==> src/rtl/dac_sample_feeder.sv <==
// Serial-to-parallel sample feeder for a PWM DAC: synchronizes an external
// SPI-like 12-bit stream, queues words in a FIFO, and pops one per PWM period.
module dac_sample_feeder #(
  parameter int unsigned DEPTH      = 4,
  parameter logic [11:0] RESET_CODE = 12'h000
) (
  input  logic                     clk,
  input  logic                     rst,
  input  logic                     sclk_in,
  input  logic                     sdata_in,
  input  logic                     cs_n_in,
  input  logic                     period_start,
  input  logic                     clear_flags,
  output logic [11:0]              sample_out,
  output logic [$clog2(DEPTH):0]   fifo_level,
  output logic                     overflow,
  output logic                     underflow
);

  localparam int unsigned AW = $clog2(DEPTH);
  localparam int unsigned LW = AW + 1;
  localparam int unsigned WW = 12;

  logic          sclk_s1, sclk_s2, sclk_prev;
  logic          sdata_s1, sdata_s2;
  logic          cs_s1, cs_s2;
  logic [3:0]    bit_cnt;
  logic [WW-1:0] shift_q;
  logic [WW-1:0] push_word;
  logic          push_q;
  logic [AW-1:0] wr_ptr, rd_ptr;
  logic [WW-1:0] mem [DEPTH];

  logic sclk_rise_c, pop_c, push_ok_c, full_c, empty_c, ovf_set_c, udf_set_c;

  assign sclk_rise_c = sclk_s2 & ~sclk_prev;
  assign full_c      = (fifo_level == LW'(DEPTH));
  assign empty_c     = (fifo_level == '0);
  assign pop_c       = period_start & ~empty_c;
  // A full FIFO still accepts a word when the same cycle frees a slot.
  assign push_ok_c   = push_q & (~full_c | pop_c);
  assign ovf_set_c   = push_q & full_c & ~pop_c;
  assign udf_set_c   = period_start & empty_c;

  // Two-flop synchronizers, reset to the idle bus levels.
  always_ff @(posedge clk) begin
    if (rst) begin
      sclk_s1   <= 1'b0;
      sclk_s2   <= 1'b0;
      sclk_prev <= 1'b0;
      sdata_s1  <= 1'b0;
      sdata_s2  <= 1'b0;
      cs_s1     <= 1'b1;
      cs_s2     <= 1'b1;
    end else begin
      sclk_s1   <= sclk_in;
      sclk_s2   <= sclk_s1;
      sclk_prev <= sclk_s2;
      sdata_s1  <= sdata_in;
      sdata_s2  <= sdata_s1;
      cs_s1     <= cs_n_in;
      cs_s2     <= cs_s1;
    end
  end

  // Shift register and bit counter; a completed word is pushed one cycle later.
  always_ff @(posedge clk) begin
    if (rst) begin
      bit_cnt   <= '0;
      shift_q   <= '0;
      push_word <= '0;
      push_q    <= 1'b0;
    end else begin
      push_q <= 1'b0;
      if (cs_s2) begin
        bit_cnt <= '0;
        shift_q <= '0;
      end else if (sclk_rise_c) begin
        shift_q <= {shift_q[WW-2:0], sdata_s2};
        if (bit_cnt == 4'd11) begin
          bit_cnt   <= '0;
          push_q    <= 1'b1;
          push_word <= {shift_q[WW-2:0], sdata_s2};
        end else begin
          bit_cnt <= bit_cnt + 4'd1;
        end
      end
    end
  end

  always_ff @(posedge clk) begin
    if (!rst && push_ok_c) mem[wr_ptr] <= push_word;
  end

  // FIFO pointers, occupancy, output register and sticky flags.
  always_ff @(posedge clk) begin
    if (rst) begin
      wr_ptr     <= '0;
      rd_ptr     <= '0;
      fifo_level <= '0;
      sample_out <= RESET_CODE;
      overflow   <= 1'b0;
      underflow  <= 1'b0;
    end else begin
      if (push_ok_c) wr_ptr <= wr_ptr + AW'(1);
      if (pop_c) begin
        rd_ptr     <= rd_ptr + AW'(1);
        sample_out <= mem[rd_ptr];
      end
      if (push_ok_c && !pop_c)      fifo_level <= fifo_level + LW'(1);
      else if (pop_c && !push_ok_c) fifo_level <= fifo_level - LW'(1);
      if (ovf_set_c)        overflow <= 1'b1;
      else if (clear_flags) overflow <= 1'b0;
      if (udf_set_c)        underflow <= 1'b1;
      else if (clear_flags) underflow <= 1'b0;
    end
  end

endmodule
==> config.mk <==
export PLATFORM = sky130hd
export DESIGN_NAME = dac_sample_feeder
export DESIGN_NICKNAME = d
export VERILOG_FILES = /design/src/rtl/dac_sample_feeder.sv
export SDC_FILE = /design/constraint.sdc
export NUM_CORES = 1
export LEC_CHECK = 0
export ABC_CLOCK_PERIOD_IN_PS = 2400
export CORE_MARGIN = 2
export CORE_UTILIZATION = 58
export CTS_BUF_LIST = sky130_fd_sc_hd__clkbuf_4 sky130_fd_sc_hd__clkbuf_8 sky130_fd_sc_hd__clkbuf_16
export DETAILED_ROUTE_END_ITERATION = 8
export PLACE_DENSITY = 0.78
export SETUP_SLACK_MARGIN = 0.3
export SYNTH_ARGS = -nofsm -noshare
export SYNTH_HDL_FRONTEND = slang
export SYNTH_SLANG_ARGS = --single-unit
==> constraint.sdc <==
create_clock -name clk -period 2.4 [get_ports clk]
set_clock_uncertainty 0.15 [all_clocks]
set_input_delay 0.48 -clock clk [delete_from_list [all_inputs] [get_ports clk]]
set_output_delay 0.48 -clock clk [all_outputs]
set_load 0.1 [all_outputs]
==> results of run 1 <==
[kinds of logic after synthesis]
logic type	count (synthesis)	synth area share [%]
muxes	13	7.603
adders and majority gates	7	2.448
DFF	104	65.98
and+or+nand+nor	76	10.12
AOI/OAI and AO/OA	64	10.12
buffers and inverters	21	2.835
xor gates and xnor gates	4	0.9020
[synthesized netlist by cell type (all sizes together), types with 2 or more instances]
cell type  instances  share of area (%)
dfxtp             56                 29
buf                7                1.5
edfxtp            48                 37
ha                 6                1.9
nand3             13                1.7
nand3b             2               0.39
or3                3               0.48
and2               4               0.64
or2                3               0.48
o21ai             17                2.2
inv                5               0.48
xor2               4               0.90
nor3               3               0.39
a22o              12                2.7
mux4              12                7.3
a21oi             31                4.0
nor2b              8                1.3
nand2             25                2.4
nor2               8               0.77
clkbuf             9               0.87
[through the flow]
step / hold slack [ns] / setup WS, ns
after floorplan: 0.2395 / 0.2431
after global placement: 0.2418 / -0.1402
after detailed placement: 0.2546 / -0.2314
after CTS: 0.2801 / 0.3194
after global routing: 0.2878 / 0.2753
final: 0.2750 / 0.3504
[state kept, by name (all words and copies together), names as in the netlist]
register and cells:
mem 48, push_word 12, sample_out 12, shift_q 11, bit_cnt 4, fifo_level 3
rd_ptr 2, wr_ptr 2, cs_s1 1, cs_s2 1, overflow 1, push_q 1
sclk_prev 1, sclk_s1 1, sclk_s2 1, sdata_s1 1, sdata_s2 1, underflow 1
[timing repair]
item,CTS,global route
endpoints found under the hold margin,0,0
setup buffers,0,1
resized for setup,1,1
endpoints found under the setup margin,1,1
pin swaps,0,2
cloned,0,0
[area by class of cell]
class                   instances  area (sq um)
flip-flops and latches        104          2574
fillers                       442          1882
multi-input cells             164          1229
repair buffers                 41         371.6
clock buffers                  15         221.5
well taps                      77         96.34
clock inverters                 1         30.03
inverters                       5         18.77
[final timing paths]
kind	slack, ns	start	end
worst max-delay path	0.35	fifo_level[2]	fifo_level[2]
worst min-delay path	0.28	cs_s1	cs_s2
worst max register to register	0.35	fifo_level[2]	fifo_level[2]
worst min register to register	0.28	cs_s1	cs_s2
[layer usage]
metal	global-route usage (%)	share of wire (%)	wire length, microns
met3	5.197	4.3	272
met2	33.03	51	3229
met5	0	0	0
met4	7.937	1.8	112
met1	21.93	43	2702
[worst max-delay path: stages (launching register included)]
cell and delay (ns):
dfxtp_4 0.38, o31ai_4 0.26, ha_2 0.21, inv_1 0.05, fa_2 0.33, xor2_1 0.15, or3_1 0.32, a21oi_2 0.13
[power by group]
group / internal, mW / total, mW / switching (mW) / leakage, nW
Sequential: 1.95 / 2.05 / 0.103 / 0.901
Combinational: 0.386 / 1.25 / 0.860 / 0.542
Clock: 0.708 / 1.23 / 0.521 / 0.130
Total: 3.04 / 4.53 / 1.48 / 1.57
==> results.ini, run 1 <==
[sta]
setup_viol_count_final = 0
period_needed_ns = 2.050
max_slew_margin_pct = 59.38
final.setup.tns_ns = 0
final-max-slew-violation-count = 0
tightest_slew_ns = 0.6085
finalHoldViolations = 0
max_freq_mhz = 487.9
fin_crit_sh_pct = 85.40
rsz0062_at_grt = true

[die]
ioPinCount = 24
initial_utilization_pct = 60.47
num_rows = 29
die_area_sq_mm = 0.007367
die_x_microns = 85.83
die_y_microns = 85.83
core_sq_mm = 0.006422

[placed_design]
io_buffer_count = 23
dp_cells = 390
place_area_sq_mm = 0.004279
gp_congestion = 0.7687
dp_hpwl_microns = 4410

[yosys]
synth.distinct_cells = 39
ys_seq_area_share_pct = 65.98
netlist_instances = 289
ys_warn_count = 0
synth.avg_cell_area_sq_um = 13.44
syn_nets = 303
synth_edf_count = 48
synth_area_sq_mm = 0.003884
async_flop_share_pct = 0
ys_ff_latch = 104
synth_ff_type = dfxtp_1

[setup_path]
cp.arrival_ns = 2.19
critPathCaptureType = register
worstPathRequired_ns = 2.54
path_max_fanout = 7
worstSetupStartpointType = register
crit_type = reg -> reg
worstRegToRegCells = 7

[run_status]
violations = design-rule violations
status = finished with violations

[global_route]
grt_first_pass_wirelength_microns = 10390
antenna_found_initial = 0
globalRouteTotalUtil_pct = 18.89
grt_max_degree = 28
grt_pass1_vias = 2167
overflow = 0

[route]
drt_pass1_iterations = 8
vias = 2291
drc = 3
drt_iter0_markers = 93
routedWlPerCell_microns = 15.52
viasPerCell = 5.629
totalWireLength_microns = 6316
antenna_left = 0

[hold_path]
whs_path_depth = 1
holdCritPathClass = reg -> reg

[clock_network]
clkLatencyLatePin_ns = 0.35
clockBufferDepth = 2
cts-htree-levels = 3
cts_hold_buf = 0
root_buffer = clkbuf_8
numCtsBuffers = 9
clock-sinks = 104
path_clk_slew_ns = 0.09
tritoncts = done

[final_layout]
drive_above_1_share_pct = 21.21
fin_cells = 407
design_area_sq_mm = 0.004541
utilization_pct = 70.70
final_cell_mix = dfxtp_1 (53), edfxtp_1 (48), buf_4 (31)
layout_commonest_cell = dfxtp_1
area_delta_synth_final_pct = 16.91
diodes = 0
nNetsFinal = 339

[pwr]
p_leak_nw = 1.572
power_density_mw_per_mm2 = 996.8
power_mw = 4.526
max-vdd-ir-drop_mv = 0.5719

[run]
cap_violations = 0

No activity file was read; power rests on OpenSTA's default activity.
==> inputs of run 2 (changes only) <==
--- a/config.mk
+++ b/config.mk
@@ -11,6 +11,7 @@
 export CTS_BUF_LIST = sky130_fd_sc_hd__clkbuf_4 sky130_fd_sc_hd__clkbuf_8 sky130_fd_sc_hd__clkbuf_16
 export DETAILED_ROUTE_END_ITERATION = 8
 export PLACE_DENSITY = 0.78
+export REMOVE_ABC_BUFFERS = 1
 export SETUP_SLACK_MARGIN = 0.3
 export SYNTH_ARGS = -nofsm -noshare
 export SYNTH_HDL_FRONTEND = slang
==> run 2 against run 1 <==
  * The run still ends with design-rule violations left
  * Total power fell by 5.9%
  * Cell area fell by 1.9%
  * Routed wire length rose by 2.6%
  * First-iteration DRC count rose by 61%
  * Die area did not move
  * Combinational power barely moved
  * Global-route usage rose by 0.16 points
  * Clock-buffer cell count fell by 3
  * Sequential cell count did not move
  * Critical path type unchanged
  * Critical endpoint unchanged
  * Highest routed layer unchanged
==> results.ini, run 2 (synthesized netlist as in run 1, its figures left out) <==
[run_status]
status = finished with violations
violations = design-rule violations

[global_route]
antenna_found_initial = 0
grt_first_pass_wirelength_microns = 10650
grt_max_degree = 23
globalRouteTotalUtil_pct = 19.05
overflow = 0
grt_pass1_vias = 2290

[final_layout]
area_delta_synth_final_pct = 14.72
nNetsFinal = 340
layout_commonest_cell = dfxtp_1
largest_register_ffs = 48
top_register = mem
seqCellArea_sq_mm = 0.002574
reg.largest.list = mem x48, push_word x12, sample_out x12
final_cell_mix = dfxtp_1 (53), edfxtp_1 (48), buf_4 (32)
drive_above_1_share_pct = 21.15
diodes = 0
nFillCells = 443
multiInputGateArea_sq_mm = 0.001220

[run]
cap_violations = 0

[setup_path]
worstPathCellList = o31ai_4 > ha_2 > inv_1 > fa_2 > xor2_1 > or3_1 > a21oi_2
max_stage_delay_ns = 0.38
crit_family = adder cells
cp.arrival_ns = 2.27
crit_type = reg -> reg
worstPathRequired_ns = 2.53
critical_path.slowest_cell = dfxtp_4
path_max_fanout = 6
critical_path_buf_inv_count = 1
worstSetupStartpointType = register
critPathCaptureType = register

[pwr]
max-vdd-ir-drop_mv = 0.4798
power_density_mw_per_mm2 = 956.3
p_leak_nw = 1.534

[sta]
period_needed_ns = 2.138
max_slew_margin_pct = 50.84
max_freq_mhz = 467.8
final-max-slew-violation-count = 0
worst_slack_ns = 0.2624
hold_slack_ns = 0.2657
tightest_slew_ns = 0.7348
final.setup.tns_ns = 0
fin_crit_sh_pct = 89.07
finalHoldViolations = 0
rsz0062_at_grt = true
setup_viol_count_final = 0

[hold_path]
holdCritPathClass = reg -> reg

[placed_design]
dp_hpwl_microns = 4296
io_buffer_count = 23
gp_congestion = 0.7642
dp_slack_ns = -0.2513

[die]
die_y_microns = 85.83
die_x_microns = 85.83
ioPinCount = 24
num_rows = 29
initial_utilization_pct = 60.47
die_area_sq_mm = 0.007367
core_sq_mm = 0.006422

[clock_network]
root_buffer = clkbuf_8
clockBufferDepth = 2
tritoncts = done
path_clk_slew_ns = 0.09
cts_hold_buf = 0
clock-sinks = 104
clkLatencyLatePin_ns = 0.35
numCtsBuffers = 9
cts-htree-levels = 3

[route]
totalWireLength_microns = 6478
routedWlPerCell_microns = 15.88
drt_iter0_markers = 150
vias = 2295
drt_pass1_iterations = 6
viasPerCell = 5.625
drc = 2
antenna_left = 0

[run 2: cell count changes in the layout (fill, tap and decap cells not counted)]
cell | previous run | this run
buf_4 | 31 | 32
clkinvlp_4 | 0 | 1
bufinv_16 | 1 | 0
nor4b_4 | 1 | 0
nor4b_2 | 0 | 1
clkinv_2 | 0 | 2
clkbuf_16 | 3 | 0
clkinv_1 | 0 | 1
[run 2: final cells by class]
type	instances	share of cell area, %
clock buffers	12	3.286
repair buffers	42	8.509
multi-input cells	164	27.38
inverters	5	0.4212
well taps	77	2.162
flip-flops and latches	104	57.76
clock inverters	4	0.4774
[run 2: metal layers]
layer | GRT usage, % | share of wire [%] | vias to the layer above
li1 | - | - | 1135
met1 | 24.59 | 47 | 1110
met2 | 31.39 | 49 | 42
met3 | 4.909 | 3.0 | 8
met4 | 6.926 | 1.4 | 0
met5 | 0 | 0 | -
[run 2: worst register-to-register path: cells and delay by family, from the launching register on]
kind                       cells  cell delay (ns)
adders and majority gates      2             0.54
AOI/OAI and AO/OA              2             0.42
DFF                            1             0.38
and+or+nand+nor                1             0.37
xor gates and xnor gates       1             0.16
buffers and inverters          1             0.05
[run 2: through the flow]
| stage | power [mW] | area [sq um] | utilization [%] | instances |
|---|---|---|---|---|
| 2_1_floorplan | 3.010 | 3792 | - | 273 |
| 3_3_place_gp | 3.268 | 4247 | 66.12 | 389 |
| 3_5_place_dp | 3.297 | 4247 | 66.12 | 389 |
| 4_1_cts | 4.262 | 4444 | 69.20 | 407 |
| 5_1_grt | 4.431 | 4456 | 69.37 | 408 |
| 6_report | 4.261 | 4456 | 69.37 | 408 |
[run 2: where the power goes]
group	internal, mW	switching (mW)
registers	1.95	0.0981
logic	0.397	0.881
clock network	0.406	0.531
[run 2: worst paths after layout]
path | start | to | slack, ns | depth (start not counted)
worst max-delay path | fifo_level[2] | fifo_level[2] | 0.26 | 7
worst min-delay path | cs_s1 | cs_s2 | 0.27 | 1
worst max register to register | fifo_level[2] | fifo_level[2] | 0.26 | 7
worst min register to register | cs_s1 | cs_s2 | 0.27 | 1
[run 2: what timing repair did]
action,CTS,global route
endpoints found under the hold margin,0,0
setup buffers,2,1
resized for setup,9,1
setup endpoints to repair,2,1
pin swaps,2,2
